**config.mk**
```make
export PLATFORM = sky130hd
export DESIGN_NAME = servo_pwm_gen
export DESIGN_NICKNAME = d
export VERILOG_FILES = /design/src/rtl/servo_pkg.sv /design/src/rtl/servo_pwm_channel.sv /design/src/rtl/servo_pwm_gen.sv
export SDC_FILE = /design/constraint.sdc
export NUM_CORES = 1
export LEC_CHECK = 0
export BUFFER_PORTS_ARGS = -buffer_cell sky130_fd_sc_hd__buf_2
export CORE_AREA = 2 2 82 84
export CTS_BUF_LIST = sky130_fd_sc_hd__clkbuf_8
export CTS_CLUSTER_DIAMETER = 120
export DETAILED_ROUTE_END_ITERATION = 10
export DIE_AREA = 0 0 84 86
export PLACE_DENSITY = 0.58
export SLEW_MARGIN = 5
export SYNTH_ARGS = -nofsm -noshare
export SYNTH_HDL_FRONTEND = slang
export SYNTH_SLANG_ARGS = --single-unit
export TNS_END_PERCENT = 20
```
**constraint.sdc**
```tcl
create_clock -name clk -period 2.4 [get_ports clk]
set_input_delay 0.36 -clock clk [delete_from_list [all_inputs] [get_ports clk]]
set_output_delay 0.36 -clock clk [all_outputs]
set_load 0.1 [all_outputs]
```
**src/rtl/servo_pkg.sv**
```systemverilog
// Shared servo definitions: command type, stop encoding and default PWM timing
// constants, also used by the line-follower steering FSM.
package servo_pkg;

    localparam int SERVO_CMD_W = 8;
    typedef logic [SERVO_CMD_W-1:0] servo_cmd_t;

    localparam servo_cmd_t SERVO_STOP = '0;

    localparam int US_CNT_W = 15;
    localparam int WIDTH_W  = 16;

    localparam int DEF_TICK_DIV      = 100;
    localparam int DEF_FRAME_US      = 20000;
    localparam int DEF_PULSE_MIN_US  = 1000;
    localparam int DEF_PULSE_STEP_US = 4;
    localparam int DEF_RAMP_STEP     = 8;

    // Pulse width in us ticks; wraps silently in 16 bits, parameters keep it in range.
    function automatic logic [WIDTH_W-1:0] pulse_width(input servo_cmd_t cmd,
                                                       input int min_us,
                                                       input int step_us);
        return WIDTH_W'(min_us) + WIDTH_W'(cmd) * WIDTH_W'(step_us);
    endfunction

endpackage

```
**src/rtl/servo_pwm_channel.sv**
```systemverilog
// One servo output: frame-sampled shadow command, pulse-width arithmetic and
// registered comparator. SERVO_PWM_RAMP_EN enables per-frame slew limiting.
module servo_pwm_channel
    import servo_pkg::*;
#(
    parameter int PULSE_MIN_US  = DEF_PULSE_MIN_US,
    parameter int PULSE_STEP_US = DEF_PULSE_STEP_US
`ifdef SERVO_PWM_RAMP_EN
    ,
    parameter int RAMP_STEP     = DEF_RAMP_STEP
`endif
) (
    input  logic                clk,
    input  logic                rst,
    input  logic                en,
    input  logic                frame_end,
    input  logic [US_CNT_W-1:0] us_cnt,
    input  logic [7:0]          cmd,
    output logic                pwm
);

    servo_cmd_t         shadow;
    servo_cmd_t         shadow_nxt;
    logic [WIDTH_W-1:0] width;

`ifdef SERVO_PWM_RAMP_EN
    localparam logic signed [SERVO_CMD_W:0] STEP9 = (SERVO_CMD_W+1)'(RAMP_STEP);
    localparam servo_cmd_t                  STEP8 = SERVO_CMD_W'(RAMP_STEP);

    logic signed [SERVO_CMD_W:0] diff;

    // Stop is applied at once and a start from stop is direct; only running
    // speed changes are slewed, and never past the command.
    always_comb begin
        // NOTE: every always_comb output gets a default first so no path can infer a latch.
        shadow_nxt = cmd;
        diff       = $signed({1'b0, cmd}) - $signed({1'b0, shadow});
        if (cmd == SERVO_STOP) begin
            shadow_nxt = SERVO_STOP;
        end else if (shadow == SERVO_STOP) begin
            shadow_nxt = cmd;
        end else if (diff > STEP9) begin
            shadow_nxt = shadow + STEP8;
        end else if (diff < -STEP9) begin
            shadow_nxt = shadow - STEP8;
        end
    end
`else
    assign shadow_nxt = cmd;
`endif

    assign width = pulse_width(shadow, PULSE_MIN_US, PULSE_STEP_US);

    always_ff @(posedge clk or negedge rst) begin
        if (!rst) begin
            // NOTE: the shadow is a plain register, so it is reset with everything else.
            shadow <= SERVO_STOP;
            pwm    <= 1'b0;
        end else if (!en) begin
            shadow <= SERVO_STOP;
            pwm    <= 1'b0;
        end else begin
            if (frame_end) begin
                shadow <= shadow_nxt;
            end
            pwm <= (shadow != SERVO_STOP) && ({1'b0, us_cnt} < width);
        end
    end

endmodule

```
**src/rtl/servo_pwm_gen.sv**
```systemverilog
// Two-channel hobby-servo PWM generator: us prescaler, frame counter and frame
// strobe, driving two servo_pwm_channel instances. Optional macro: SERVO_PWM_RAMP_EN.
module servo_pwm_gen
    import servo_pkg::*;
#(
    parameter int TICK_DIV      = DEF_TICK_DIV,
    parameter int FRAME_US      = DEF_FRAME_US,
    parameter int PULSE_MIN_US  = DEF_PULSE_MIN_US,
    parameter int PULSE_STEP_US = DEF_PULSE_STEP_US,
    parameter int RAMP_STEP     = DEF_RAMP_STEP
) (
    input  logic       clk,
    input  logic       rst,
    input  logic       en,
    input  logic [7:0] servo_l,
    input  logic [7:0] servo_r,
    output logic       pwm_l,
    output logic       pwm_r,
    output logic       frame_start
);

    localparam int                     PRE_W    = (TICK_DIV > 2) ? $clog2(TICK_DIV) : 1;
    localparam logic [PRE_W-1:0]       PRE_LAST = PRE_W'(TICK_DIV - 1);
    localparam logic [US_CNT_W-1:0]    US_LAST  = US_CNT_W'(FRAME_US - 1);

    if (TICK_DIV < 2 || FRAME_US > 2**US_CNT_W || RAMP_STEP < 1 || RAMP_STEP > 255 ||
        FRAME_US <= PULSE_MIN_US + (2**SERVO_CMD_W - 1) * PULSE_STEP_US) begin : g_param_check
        $error("servo_pwm_gen: invalid parameter set");
    end

    logic [PRE_W-1:0]    prescaler;
    logic [US_CNT_W-1:0] us_cnt;
    logic                run;
    logic                tick;
    logic                frame_end;

    assign tick      = run && (prescaler == PRE_LAST);
    assign frame_end = tick && (us_cnt == US_LAST);

    // The counters idle at zero for one edge after reset or enable so that the
    // first frame opens with a frame_start cycle just like every later frame.
    always_ff @(posedge clk or negedge rst) begin
        if (!rst) begin
            prescaler   <= '0;
            us_cnt      <= '0;
            run         <= 1'b0;
            frame_start <= 1'b0;
        end else if (!en) begin
            prescaler   <= '0;
            us_cnt      <= '0;
            run         <= 1'b0;
            frame_start <= 1'b0;
        end else begin
            // NOTE: sequential state uses non-blocking assignments so every register sees pre-edge values.
            run         <= 1'b1;
            frame_start <= !run || frame_end;
            if (run) begin
                prescaler <= tick ? '0 : prescaler + 1'b1;
                if (frame_end) begin
                    us_cnt <= '0;
                end else if (tick) begin
                    us_cnt <= us_cnt + 1'b1;
                end
            end
        end
    end

    servo_pwm_channel #(
        .PULSE_MIN_US  (PULSE_MIN_US),
        .PULSE_STEP_US (PULSE_STEP_US)
`ifdef SERVO_PWM_RAMP_EN
        ,
        .RAMP_STEP     (RAMP_STEP)
`endif
    ) u_chan_l (
        .clk       (clk),
        .rst       (rst),
        .en        (en),
        .frame_end (frame_end),
        .us_cnt    (us_cnt),
        .cmd       (servo_l),
        .pwm       (pwm_l)
    );

    servo_pwm_channel #(
        .PULSE_MIN_US  (PULSE_MIN_US),
        .PULSE_STEP_US (PULSE_STEP_US)
`ifdef SERVO_PWM_RAMP_EN
        ,
        .RAMP_STEP     (RAMP_STEP)
`endif
    ) u_chan_r (
        .clk       (clk),
        .rst       (rst),
        .en        (en),
        .frame_end (frame_end),
        .us_cnt    (us_cnt),
        .cmd       (servo_r),
        .pwm       (pwm_r)
    );

endmodule

```
Word-level counts from Yosys, hierarchy flattened
Cells that the tools add are included.

Order comparisons: 2. $add $sub $neg: 4. Equality and inequality tests: 5. Muxes and demuxes: 15. Reduce and logical (&&, ||, !) cells: 9.

Operators with widths (count): two-way mux 15 bit (4); < comparator 15 x 16 -> 1 bit (2); two-way mux 8 bit (4); adder 10 x 10 -> 11 bit, first input constant (2); two-way mux 7 bit (3); nonzero test 8 bit (2); adder 15 x 1 -> 15 bit, second input constant (1); equality test 15 bit, second input constant (1); adder 7 x 1 -> 7 bit, second input constant (1); equality test 7 bit, second input constant (1); logical AND 1 bit (4); two-way mux 1 bit (4); != test 2 x 1 -> 1 bit, second input constant (2); != test 3 x 1 -> 1 bit, second input constant (1); AND reduction 2 bit (1); zero test 1 bit (1); logical OR 1 bit (1).

Word-level logic and storage cells: 43. Flip-flop bits (word level): 42. Input bits: 19. Output and inout port bits: 3.

Logic depth before layout (Yosys ltp)
Gate-level depths: netlist of the first run.

Depth in word-level cells: 6. Mapped depth: 9. Depth with buffers taken out: 9.

Cells and area by module
Synthesis of the first run repeated with hierarchy kept, for this count alone.

Cell total of the unflattened synthesis: 259. Area total of the unflattened synthesis: 2583.7 um2.

Modules (own cells, without submodules): servo_pwm_gen (cells an instance 132, area an instance 1278.7 um2, times used 1, seq. area each 600.6 um2); servo_pwm_channel (u_chan_r) (cells an instance 63, area an instance 656.9 um2, times used 1, seq. area each 225.2 um2); servo_pwm_channel (u_chan_l) (cells an instance 64, area an instance 648.1 um2, times used 1, seq. area each 225.2 um2).

Worst setup path before layout of the first run
OpenSTA, ideal clock, no wires.

Path type: register to register. Start point: register us_cnt[5]. End point: register u_chan_l.shadow[6]. Buffers on the path: 1. Data required time: 2.279 ns. Slack: 0.239 ns. Period minus slack after synthesis: 2.161 ns. Arrival time: 2.040 ns. Setup time: 0.121 ns. Stages on the path, launching flop included: 7. Cells stage by stage: dfrtp_1 or4b_1 or4_4 nor2_1 nor2_1 buf_2 a22o_1.

Longest elaborated chain between the ends: 3.

Ends and longest elaborated chain: start, declared (line servo_pwm_gen.sv:32) `logic [US_CNT_W-1:0] us_cnt;`; start signal, assigned (line servo_pwm_gen.sv:62) `us_cnt <= us_cnt + 1'b1;`; equality test 15 bit (line servo_pwm_gen.sv:38) `assign frame_end = tick && (us_cnt == US_LAST);`; logical AND 1 bit (line servo_pwm_gen.sv:38); != test 2 x 1 -> 1 bit (no source line); end signal, assigned (line servo_pwm_channel.sv:64) `shadow <= shadow_nxt;`; end, declared (line servo_pwm_channel.sv:22) `servo_cmd_t shadow;`.

No other way between the ends. A chain may end at the register's enable or synchronous reset.

Worst setup path in the final report of the first run
Start point: register u_chan_r.shadow[2]. End point: register u_chan_r.pwm.

Longest elaborated chain between the ends: 4. Elaborated cells between the ends (all ways): 5. Those cells by class: add/sub (1); order compare (1); mux (1); reduce/logical (2).

Ends and longest elaborated chain: start, declared (line servo_pwm_channel.sv:22); start signal, assigned (line servo_pwm_channel.sv:64); adder 10 x 10 -> 11 bit (line servo_pkg.sv:23) `return WIDTH_W'(min_us) + WIDTH_W'(cmd) * WIDTH_W'(step_us);`; < comparator 15 x 16 -> 1 bit (line servo_pwm_channel.sv:66) `pwm <= (shadow != SERVO_STOP) && ({1'b0, us_cnt} < width);`; logical AND 1 bit (*) (line servo_pwm_channel.sv:66); two-way mux 1 bit (*) (line servo_pwm_channel.sv:59) `end else if (!en) begin`; end signal, assigned (line servo_pwm_channel.sv:66); end, declared (line servo_pwm_channel.sv:19) `output logic pwm`.

Mark *: on every way between the ends. The rest lies on a longest branch, timed or not.

==> results of run 1 <==
## repair_timing
| action | CTS | global route |
|---|---|---|
| endpoints found under the setup margin | 1 | 17 |
| gates resized for setup | 2 | 4 |
| hold buffers | 1 | 0 |
| pin swaps | 0 | 0 |
| hold endpoints to repair | 11 | 0 |
## cell usage in the layout, fill, tap and decap left out, types with 8 or more instances in the layout
cell,instances
dfrtp_1,41
nor2_1,31
buf_2,21
ha_1,20
nand2_1,18
a22o_1,15
buf_4,14
a21oi_1,13
xor2_1,12
xnor2_1,10
o21ai_0,10
nand3_1,8
## how the worst max path moves through the flow
stage,startpoint,endpoint,cells after the start
6_report,u_chan_r.shadow[2]$_DFFE_PN0P_,u_chan_r.pwm$_DFF_PN0_,8
5_1_grt,u_chan_r.shadow[2]$_DFFE_PN0P_,u_chan_r.pwm$_DFF_PN0_,8
4_1_cts,u_chan_r.shadow[2]$_DFFE_PN0P_,u_chan_r.pwm$_DFF_PN0_,8
3_5_place_dp,u_chan_r.shadow[2]$_DFFE_PN0P_,u_chan_r.pwm$_DFF_PN0_,8
3_3_place_gp,u_chan_r.shadow[2]$_DFFE_PN0P_,u_chan_r.pwm$_DFF_PN0_,8
2_1_floorplan,us_cnt[5]$_DFFE_PN0P_,u_chan_l.shadow[6]$_DFFE_PN0P_,6
## sequential cells by signal, summed over array words and instances (netlist names)
name,count
u_chan_r.shadow,8
frame_start,1
u_chan_l.pwm,1
prescaler,7
u_chan_l.shadow,8
run,1
u_chan_r.pwm,1
us_cnt,15
## report_power, final
| part | switching [W] | leakage [nW] | total [W] | internal [W] |
|---|---|---|---|---|
| Combinational | 0.0000513 | 0.779 | 0.0000765 | 0.0000252 |
| Sequential | 0.00000293 | 0.581 | 0.000714 | 0.000711 |
| Clock | 0.000260 | 0.0714 | 0.000704 | 0.000444 |
## layer usage
| metal | share of wire | GRT usage | vias up | wire, um |
|---|---|---|---|---|
| li1 | - | - | 980 | - |
| met1 | 0.47 | 0.2247 | 918 | 2655 |
| met2 | 0.48 | 0.2785 | 25 | 2687 |
| met3 | 0.034 | 0.03176 | 7 | 190 |
| met4 | 0.013 | 0.05425 | 0 | 72 |
| met5 | 0 | 0 | - | 0 |
## per-stage QoR
step | area [um^2] | worst slack [ps] | std cells
floorplan | 2436 | 238.8 | 248
global placement | 2730 | 41.98 | 355
detailed placement | 2730 | -2.817 | 355
CTS | 2890 | 13.37 | 364
global route | 2908 | -78.81 | 364
finish | 2908 | 6.566 | 364
## area by class of cell
type | count | area, um^2
Multi-Input combinational cell | 194 | 1354
Clock buffer | 6 | 82.58
Sequential cell | 42 | 1052
Fill cell | 631 | 3369
Inverter | 6 | 22.52
Tap cell | 77 | 96.34
Timing Repair Buffer | 37 | 240.2
Clock inverter | 2 | 60.06
## logic make-up (layout without fill, tap and decap cells)
kind of cell	count (synthesis)	count (layout)	share of synthesized area
AO/OA/AOI/OAI	52	52	0.1464
XOR/XNOR	22	22	0.07909
adder cells (fa/ha/maj)	20	20	0.1027
buffers and inverters	12	51	0.02260
flip-flops	42	42	0.4314
multiplexers	1	1	0.004109
AND/OR/NAND/NOR	99	99	0.2137
==> results.sh, run 1 <==
export IMPL_status="complete, no violations"
export IMPL_synth_nets=287
export IMPL_yosysMostFrequentCell="dfrtp_1"
export IMPL_h_tree_depth=2
export IMPL_track_usage=0.1684
export IMPL_grt_start_max_net_pins=32
export IMPL_rrSetupSlack_ps=7
export IMPL_syn_area_per_cell_um2=9.823
export IMPL_synthesis_area_mm2=0.002436
export IMPL_drv_slew=0
export IMPL_place_gp_congestion=0.8530
export IMPL_viasPerCell=5.302
export IMPL_path_max_fanout=6
export IMPL_synthArstFlopShare=1.000
export IMPL_synth_seq_cells=42
export IMPL_start_util=0.3881
export IMPL_slowest_delay_ps=480
export IMPL_path_class="register to register"
export IMPL_ys_flop_type="dfrtp_1"
export IMPL_timing_rr_start="u_chan_r.shadow[2]$_DFFE_PN0P_"
export IMPL_synth_edf_count=0
export IMPL_dieArea_mm2=0.007224
export IMPL_yosysWarnings=0
export IMPL_final_hold_violation_count=0
export IMPL_min_from="en"
export IMPL_fp_dieH_um=86
export IMPL_yosysTopAreaCell="dfrtp_1"
export IMPL_grt_pass1_vias=1944
export IMPL_synth_top_area_share=0.4314
export IMPL_power_total_w=0.001495
export IMPL_synth_cells=248
export IMPL_min_path_type="primary input to register"
export IMPL_rsz0062_at_grt="yes"
export IMPL_fin_hold_ws_ps=261.7
export IMPL_antennaDiodeCount=0
export IMPL_die_width_um=84
export IMPL_endpoint_kind="register"
export IMPL_ant_nets=0
export IMPL_rows=29
export IMPL_max_cap_violations=0
export IMPL_wl_um=5606
export IMPL_critPathRequiredTime_ps=2590
export IMPL_peakVddDrop_v=0.0002438
export IMPL_finalSetupViolCount=0
export IMPL_worst_path_max_delay_cell="a2111oi_1"
export IMPL_first_iter_violations=84
export IMPL_finalCriticalPeriod_ps=2393
export IMPL_area_growth_pct=19.36
export IMPL_path_delay_family="compound AO/OA/AOI/OAI gates"
export IMPL_crit_path_cell_trace="a2111oi_1, xnor2_1, ha_1, nand3_1, nor3b_1, a211oi_1, o41ai_1, a311oi_1"
export IMPL_synth_area_leaders="dfrtp_1 43%, ha_1 10%, a22o_1 5.4%"
export IMPL_core_area_mm2=0.006277
export IMPL_post_route_util=0.4632
export IMPL_clk_pin_slew_ps=80
export IMPL_wl_per_cell_um=15.40
export IMPL_antenna_found_initial=0
export IMPL_p_leak_nw=1.431
export IMPL_synth_cell_types=44
export IMPL_top_level_ports=22
export IMPL_cp_buffers_inverters=0
export IMPL_clockBufferDepth=2
export IMPL_clockRootBuffer="clkbuf_8"
export IMPL_cts_setup_buffers=0
export IMPL_worstHoldEndpoint="run$_DFF_PN0_"
export IMPL_clock_latency_ps=300
export IMPL_clock_sinks=42
export IMPL_cts_tree="yes"
export IMPL_grt_pass1_wl_um=9487
export IMPL_cts_inserted_buffers=5
export IMPL_cp_start_kind="register"
export IMPL_setup_tns_ps=0
export IMPL_skew_ps=5.869
export IMPL_worst_pin_slew_ps=739.8
export IMPL_period_share=0.9973
export IMPL_hpwlAfterDp_um=4026
export IMPL_worst_r2r_cell_count=8
export IMPL_maxSlewHeadroom=0.5062
export IMPL_r2r_end="u_chan_r.pwm$_DFF_PN0_"
export IMPL_drt_first_pass_iters=4
export IMPL_synth_seq_area_share=0.4314
export IMPL_power_density_mw_per_mm2=514.1
export IMPL_drcViolationCount=0
export IMPL_arrival_ps=2590
export IMPL_gr_total_overflow=0
export IMPL_drive_above_1_share=0.1812
export IMPL_min_path_cells=1
export IMPL_synth_common_cells="42 x dfrtp_1, 32 x nor2_1, 20 x ha_1"
export IMPL_io_buffer_count=21
export IMPL_vias=1930
export IMPL_layout_nets=325
export IMPL_max_freq_ghz=0.4178
Power figures use the tool's default switching activity.
==> run 2, diff against run 1 <==
- CORE_AREA: 2 2 82 84 -> 2 2 73 75
- DIE_AREA: 0 0 84 86 -> 0 0 75 77
- PLACE_DENSITY: 0.58 -> 0.7
- RECOVER_POWER: default -> 25
- SLEW_MARGIN: 5 -> 20
==> run 2 against run 1 <==
- clock skew up 9.8 ps
- final cell count fell by 3.3%
- critical path type unchanged
- global-route usage rose by 3.4 points
==> results.sh, run 2 (synthesized netlist as in run 1, its figures left out) <==
export IMPL_h_tree_depth=2
export IMPL_drv_slew=0
export IMPL_arrival_ps=2530
export IMPL_first_iter_violations=146
export IMPL_vias=1964
export IMPL_critPathRequiredTime_ps=2640
export IMPL_endpoint_kind="register"
export IMPL_finalSetupViolCount=0
export IMPL_grt_pass1_wl_um=8921
export IMPL_status="complete, no violations"
export IMPL_largest_register="us_cnt"
export IMPL_hpwlAfterDp_um=3766
export IMPL_track_usage=0.2024
export IMPL_clockBufferDepth=2
export IMPL_worst_r2r_cell_count=9
export IMPL_rows=26
export IMPL_power_density_mw_per_mm2=466.9
export IMPL_top_regs="us_cnt: 15 flops, u_chan_l.shadow: 8 flops, u_chan_r.shadow: 8 flops"
export IMPL_largest_reg_flops=15
export IMPL_top_level_ports=22
export IMPL_finalCriticalPeriod_ps=2282
export IMPL_layout_nets=320
export IMPL_skew_ps=15.69
export IMPL_clk_pin_slew_ps=80
export IMPL_drive_above_1_share=0.1773
export IMPL_start_util=0.4894
export IMPL_cts_tree="yes"
export IMPL_path_max_fanout=5
export IMPL_drt_first_pass_iters=4
export IMPL_path_class="register to register"
export IMPL_max_freq_ghz=0.4381
export IMPL_post_route_util=0.5704
export IMPL_final_common_cell="dfrtp_1"
export IMPL_timing_rr_start="u_chan_l.shadow[3]$_DFFE_PN0P_"
export IMPL_wl_um=5251
export IMPL_layout_common_cells="40 x dfrtp_1, 31 x nor2_1, 20 x ha_1, 20 x buf_2, 18 x nand2_1"
export IMPL_min_path_type="primary input to async pin"
export IMPL_maxSlewHeadroom=0.3260
export IMPL_wl_per_cell_um=14.92
export IMPL_grt_pass1_vias=1898
export IMPL_place_gp_congestion=0.7962
export IMPL_rsz0062_at_grt="yes"
export IMPL_p_leak_nw=1.398
export IMPL_max_cap_violations=0
export IMPL_fp_dieH_um=77
export IMPL_r2r_end="u_chan_l.pwm$_DFF_PN0_"
export IMPL_die_width_um=75
export IMPL_clockRootBuffer="clkbuf_8"
export IMPL_final_hold_violation_count=0
export IMPL_rrSetupSlack_ps=120
export IMPL_drcViolationCount=0
export IMPL_worst_pin_slew_ps=1011
export IMPL_viasPerCell=5.580
export IMPL_place_inst=344
export IMPL_antennaDiodeCount=0
export IMPL_fillers=444
export IMPL_period_share=0.9510
export IMPL_io_buffer_count=21
export IMPL_ant_nets=0
export IMPL_clock_latency_ps=300
export IMPL_dieArea_mm2=0.005775
export IMPL_antenna_found_initial=0
export IMPL_peakVddDrop_v=0.0002952
export IMPL_cp_start_kind="register"
export IMPL_gr_total_overflow=0
export IMPL_dp_slack_ps=-36.10
export IMPL_cts_setup_buffers=0
export IMPL_core_area_mm2=0.004977
export IMPL_setup_tns_ps=0
export IMPL_fin_cells=352
export IMPL_area_growth_pct=16.54
export IMPL_grt_start_max_net_pins=43
export IMPL_finalWorstSetupSlack_ps=117.6
export IMPL_cts_inserted_buffers=5
export IMPL_clock_sinks=42
[run 2: layout make-up]
class / instances / area, um^2 / share of cell area
Clock buffer: 5 / 68.82 / 0.02424
Clock inverter: 3 / 37.54 / 0.01322
Inverter: 6 / 22.52 / 0.007933
Multi-Input combinational cell: 194 / 1369 / 0.4822
Sequential cell: 42 / 1054 / 0.3711
Tap cell: 70 / 87.58 / 0.03085
Timing Repair Buffer: 32 / 200.2 / 0.07052
[run 2: repair_timing]
item | CTS | global route
resized for setup | 4 | 5
cloned | 0 | 0
setup endpoints to repair | 1 | 2
hold endpoints to repair | 0 | 0
hold buffers | 0 | 0
[run 2: worst max path at each step]
stage,from,end,slack [ps],depth (start not counted)
floorplan,us_cnt[5]$_DFFE_PN0P_,u_chan_l.shadow[6]$_DFFE_PN0P_,240,6
CTS,u_chan_r.shadow[1]$_DFFE_PN0P_,u_chan_r.pwm$_DFF_PN0_,60,9
detailed placement,u_chan_r.shadow[1]$_DFFE_PN0P_,u_chan_r.pwm$_DFF_PN0_,-40,8
global route,u_chan_r.shadow[2]$_DFFE_PN0P_,u_chan_r.pwm$_DFF_PN0_,-40,8
global placement,u_chan_r.shadow[2]$_DFFE_PN0P_,u_chan_r.pwm$_DFF_PN0_,60,8
finish,u_chan_l.shadow[3]$_DFFE_PN0P_,u_chan_l.pwm$_DFF_PN0_,120,9
[run 2: power by group]
group | total [W] | switching, W | internal, W
sequential | 0.000715 | 0.00000298 | 0.000712
combinational | 0.0000728 | 0.0000495 | 0.0000233
clock | 0.000538 | 0.000235 | 0.000303
total | 0.00133 | 0.000288 | 0.00104
[run 2: per-stage QoR]
step | power [W] | hold slack (ps) | instance area [um^2]
2_1_floorplan | 0.0007601 | 64.41 | 2436
3_3_place_gp | 0.0008013 | 501.9 | 2691
3_5_place_dp | 0.0008021 | 516.7 | 2691
5_1_grt | 0.001384 | 249.1 | 2839
6_report | 0.001326 | 218.0 | 2839
4_1_cts | 0.001349 | 218.2 | 2815
[run 2: routing by layer]
layer  routed length, um  vias to the layer above  global-route usage
met5                   0                        -                   0
met4                  65                        0             0.05357
met3                 197                        7             0.03942
met2                2551                       37              0.3184
met1                2437                      945              0.2835
li1                    -                      975                   -
[run 2: critical path, stage by stage (launching register included)]
cell     delay, ps
dfrtp_1        460
a21o_1         220
nor3_1         190
xnor2_1        170
ha_1           280
a21o_1         180
a21oi_1        150
nor3b_1         70
nor4_1         320
o31a_1         200
==> run 3, diff against run 2 <==
- GPL_TIMING_DRIVEN: default -> 0
==> run 3 against run 2 <==
- critical path depth unchanged
- worst hold slack better by 38 ps
- critical endpoint is now u_chan_r.pwm$_DFF_PN0_
- clock-buffer cell count up 1
- fmax down 2.9%
==> results.sh, run 3 (synthesized netlist as in run 1, its figures left out) <==
export IMPL_dieArea_mm2=0.005775
export IMPL_critPathRequiredTime_ps=2590
export IMPL_grt_pass1_wl_um=8825
export IMPL_io_buffer_count=21
export IMPL_min_path_type="primary input to async pin"
export IMPL_area_growth_pct=13.82
export IMPL_grt_pass1_vias=1833
export IMPL_grt_start_max_net_pins=43
export IMPL_cts_inserted_buffers=5
export IMPL_start_util=0.4894
export IMPL_fillers=448
export IMPL_maxSlewHeadroom=0.2734
export IMPL_finalWorstSetupSlack_ps=49.39
export IMPL_antennaDiodeCount=0
export IMPL_clockRootBuffer="clkbuf_8"
export IMPL_wl_per_cell_um=15.06
export IMPL_drt_first_pass_iters=4
export IMPL_place_gp_congestion=0.7797
export IMPL_skew_ps=4.892
export IMPL_finalCriticalPeriod_ps=2351
export IMPL_period_share=0.9794
export IMPL_arrival_ps=2540
export IMPL_largest_reg_flops=15
export IMPL_finalSetupViolCount=0
export IMPL_cp_buffers_inverters=0
export IMPL_top_level_ports=22
export IMPL_final_hold_violation_count=0
export IMPL_clk_pin_slew_ps=80
export IMPL_setup_tns_ps=0
export IMPL_layout_nets=317
export IMPL_rows=26
export IMPL_clock_sinks=42
export IMPL_status="complete, no violations"
export IMPL_h_tree_depth=2
export IMPL_multi_input_area_mm2=0.001359
export IMPL_path_delay_family="compound AO/OA/AOI/OAI gates"
export IMPL_rsz0062_at_grt="yes"
export IMPL_final_common_cell="dfrtp_1"
export IMPL_gr_total_overflow=0
export IMPL_peakVddDrop_v=0.0004130
export IMPL_dp_slack_ps=-14.82
export IMPL_drive_above_1_share=0.1577
export IMPL_regArea_mm2=0.001055
export IMPL_worst_pin_slew_ps=1090
export IMPL_path_class="register to register"
export IMPL_drcViolationCount=0
export IMPL_drv_slew=0
export IMPL_largest_register="us_cnt"
export IMPL_vias=1959
export IMPL_track_usage=0.2021
export IMPL_viasPerCell=5.613
export IMPL_worst_r2r_cell_count=9
export IMPL_hpwlAfterDp_um=3681
export IMPL_layout_common_cells="39 x dfrtp_1, 31 x nor2_1, 20 x ha_1, 20 x buf_2, 18 x nand2_1"
export IMPL_clockBufferDepth=2
export IMPL_fp_dieH_um=77
export IMPL_ant_nets=0
export IMPL_antenna_found_initial=0
export IMPL_max_freq_ghz=0.4254
export IMPL_power_density_mw_per_mm2=451.7
export IMPL_worst_path_max_delay_cell="dfrtp_1"
export IMPL_die_width_um=75
export IMPL_path_max_fanout=6
export IMPL_wl_um=5255
export IMPL_cp_start_kind="register"
export IMPL_p_leak_nw=1.357
export IMPL_top_regs="us_cnt: 15 flops, u_chan_l.shadow: 8 flops, u_chan_r.shadow: 8 flops"
export IMPL_first_iter_violations=128
export IMPL_endpoint_kind="register"
export IMPL_crit_path_cell_trace="nor4_4, nand2b_1, xor2_1, ha_1, nand3_1, nor3b_1, a211oi_2, o41ai_1, a311oi_1"
export IMPL_clock_latency_ps=300
export IMPL_slowest_delay_ps=480
export IMPL_core_area_mm2=0.004977
export IMPL_path_depth=9
export IMPL_cts_tree="yes"
export IMPL_max_cap_violations=0
==> run 3: changes by cell type in the layout (fill, tap and decap cells not counted), sizes merged <==
cell and change:
clkbuf +5, clkinv +1, bufinv -1, inv -1, buf -7
==> run 3: worst paths after layout <==
path / start / to / slack, ps
min: rst / us_cnt[11]$_DFFE_PN0P_ / 260
min in group clk: en / run$_DFF_PN0_ / 260
max: u_chan_r.shadow[3]$_DFFE_PN0P_ / u_chan_r.pwm$_DFF_PN0_ / 50
max in group asynchronous: rst / u_chan_r.shadow[1]$_DFFE_PN0P_ / 1410
min reg2reg: us_cnt[0]$_DFFE_PN0P_ / us_cnt[0]$_DFFE_PN0P_ / 530
max reg2reg: u_chan_r.shadow[3]$_DFFE_PN0P_ / u_chan_r.pwm$_DFF_PN0_ / 50
==> run 3: what timing repair did <==
item                                    CTS  global route
setup buffers                             0             2
pin swaps                                 1             1
hold buffers                              0             0
endpoints found under the setup margin   11            23
gates resized for setup                   3             8
==> run 3: power breakdown <==
part / internal (W) / leakage, nW / switching, W
clock network: 0.000228 / 0.0524 / 0.000238
registers: 0.000711 / 0.577 / 0.00000274
logic: 0.0000217 / 0.727 / 0.0000510
total: 0.000961 / 1.36 / 0.000292
==> run 3: layout make-up <==
cell class	instances	area share
Tap cell	70	0.03159
Timing Repair Buffer	23	0.04332
Clock inverter	2	0.003159
Buffer	6	0.01354
Inverter	6	0.008123
Clock buffer	6	0.02978
Sequential cell	42	0.3804
Multi-Input combinational cell	194	0.4901
==> run 3: routing by layer <==
metal / track usage / up-vias / share of wire
met1: 0.2870 / 939 / 0.47
met5: 0 / - / 0
met4: 0.06429 / 0 / 0.014
met3: 0.04468 / 4 / 0.041
met2: 0.3044 / 43 / 0.47
li1: - / 973 / -
==> run 3: per-stage QoR <==
stage / utilization / std cells / power, W / instance area (um^2) / hold slack [ps]
final: 0.5571 / 349 / 0.001252 / 2773 / 255.9
after global routing: 0.5571 / 349 / 0.001302 / 2773 / 251.6
after CTS: 0.5485 / 347 / 0.001271 / 2730 / 235.9
after detailed placement: 0.5282 / 339 / 0.0008004 / 2629 / 508.7
after global placement: 0.5282 / 339 / 0.0007991 / 2629 / 512.7
after floorplan: - / 248 / 0.0007601 / 2436 / 64.41
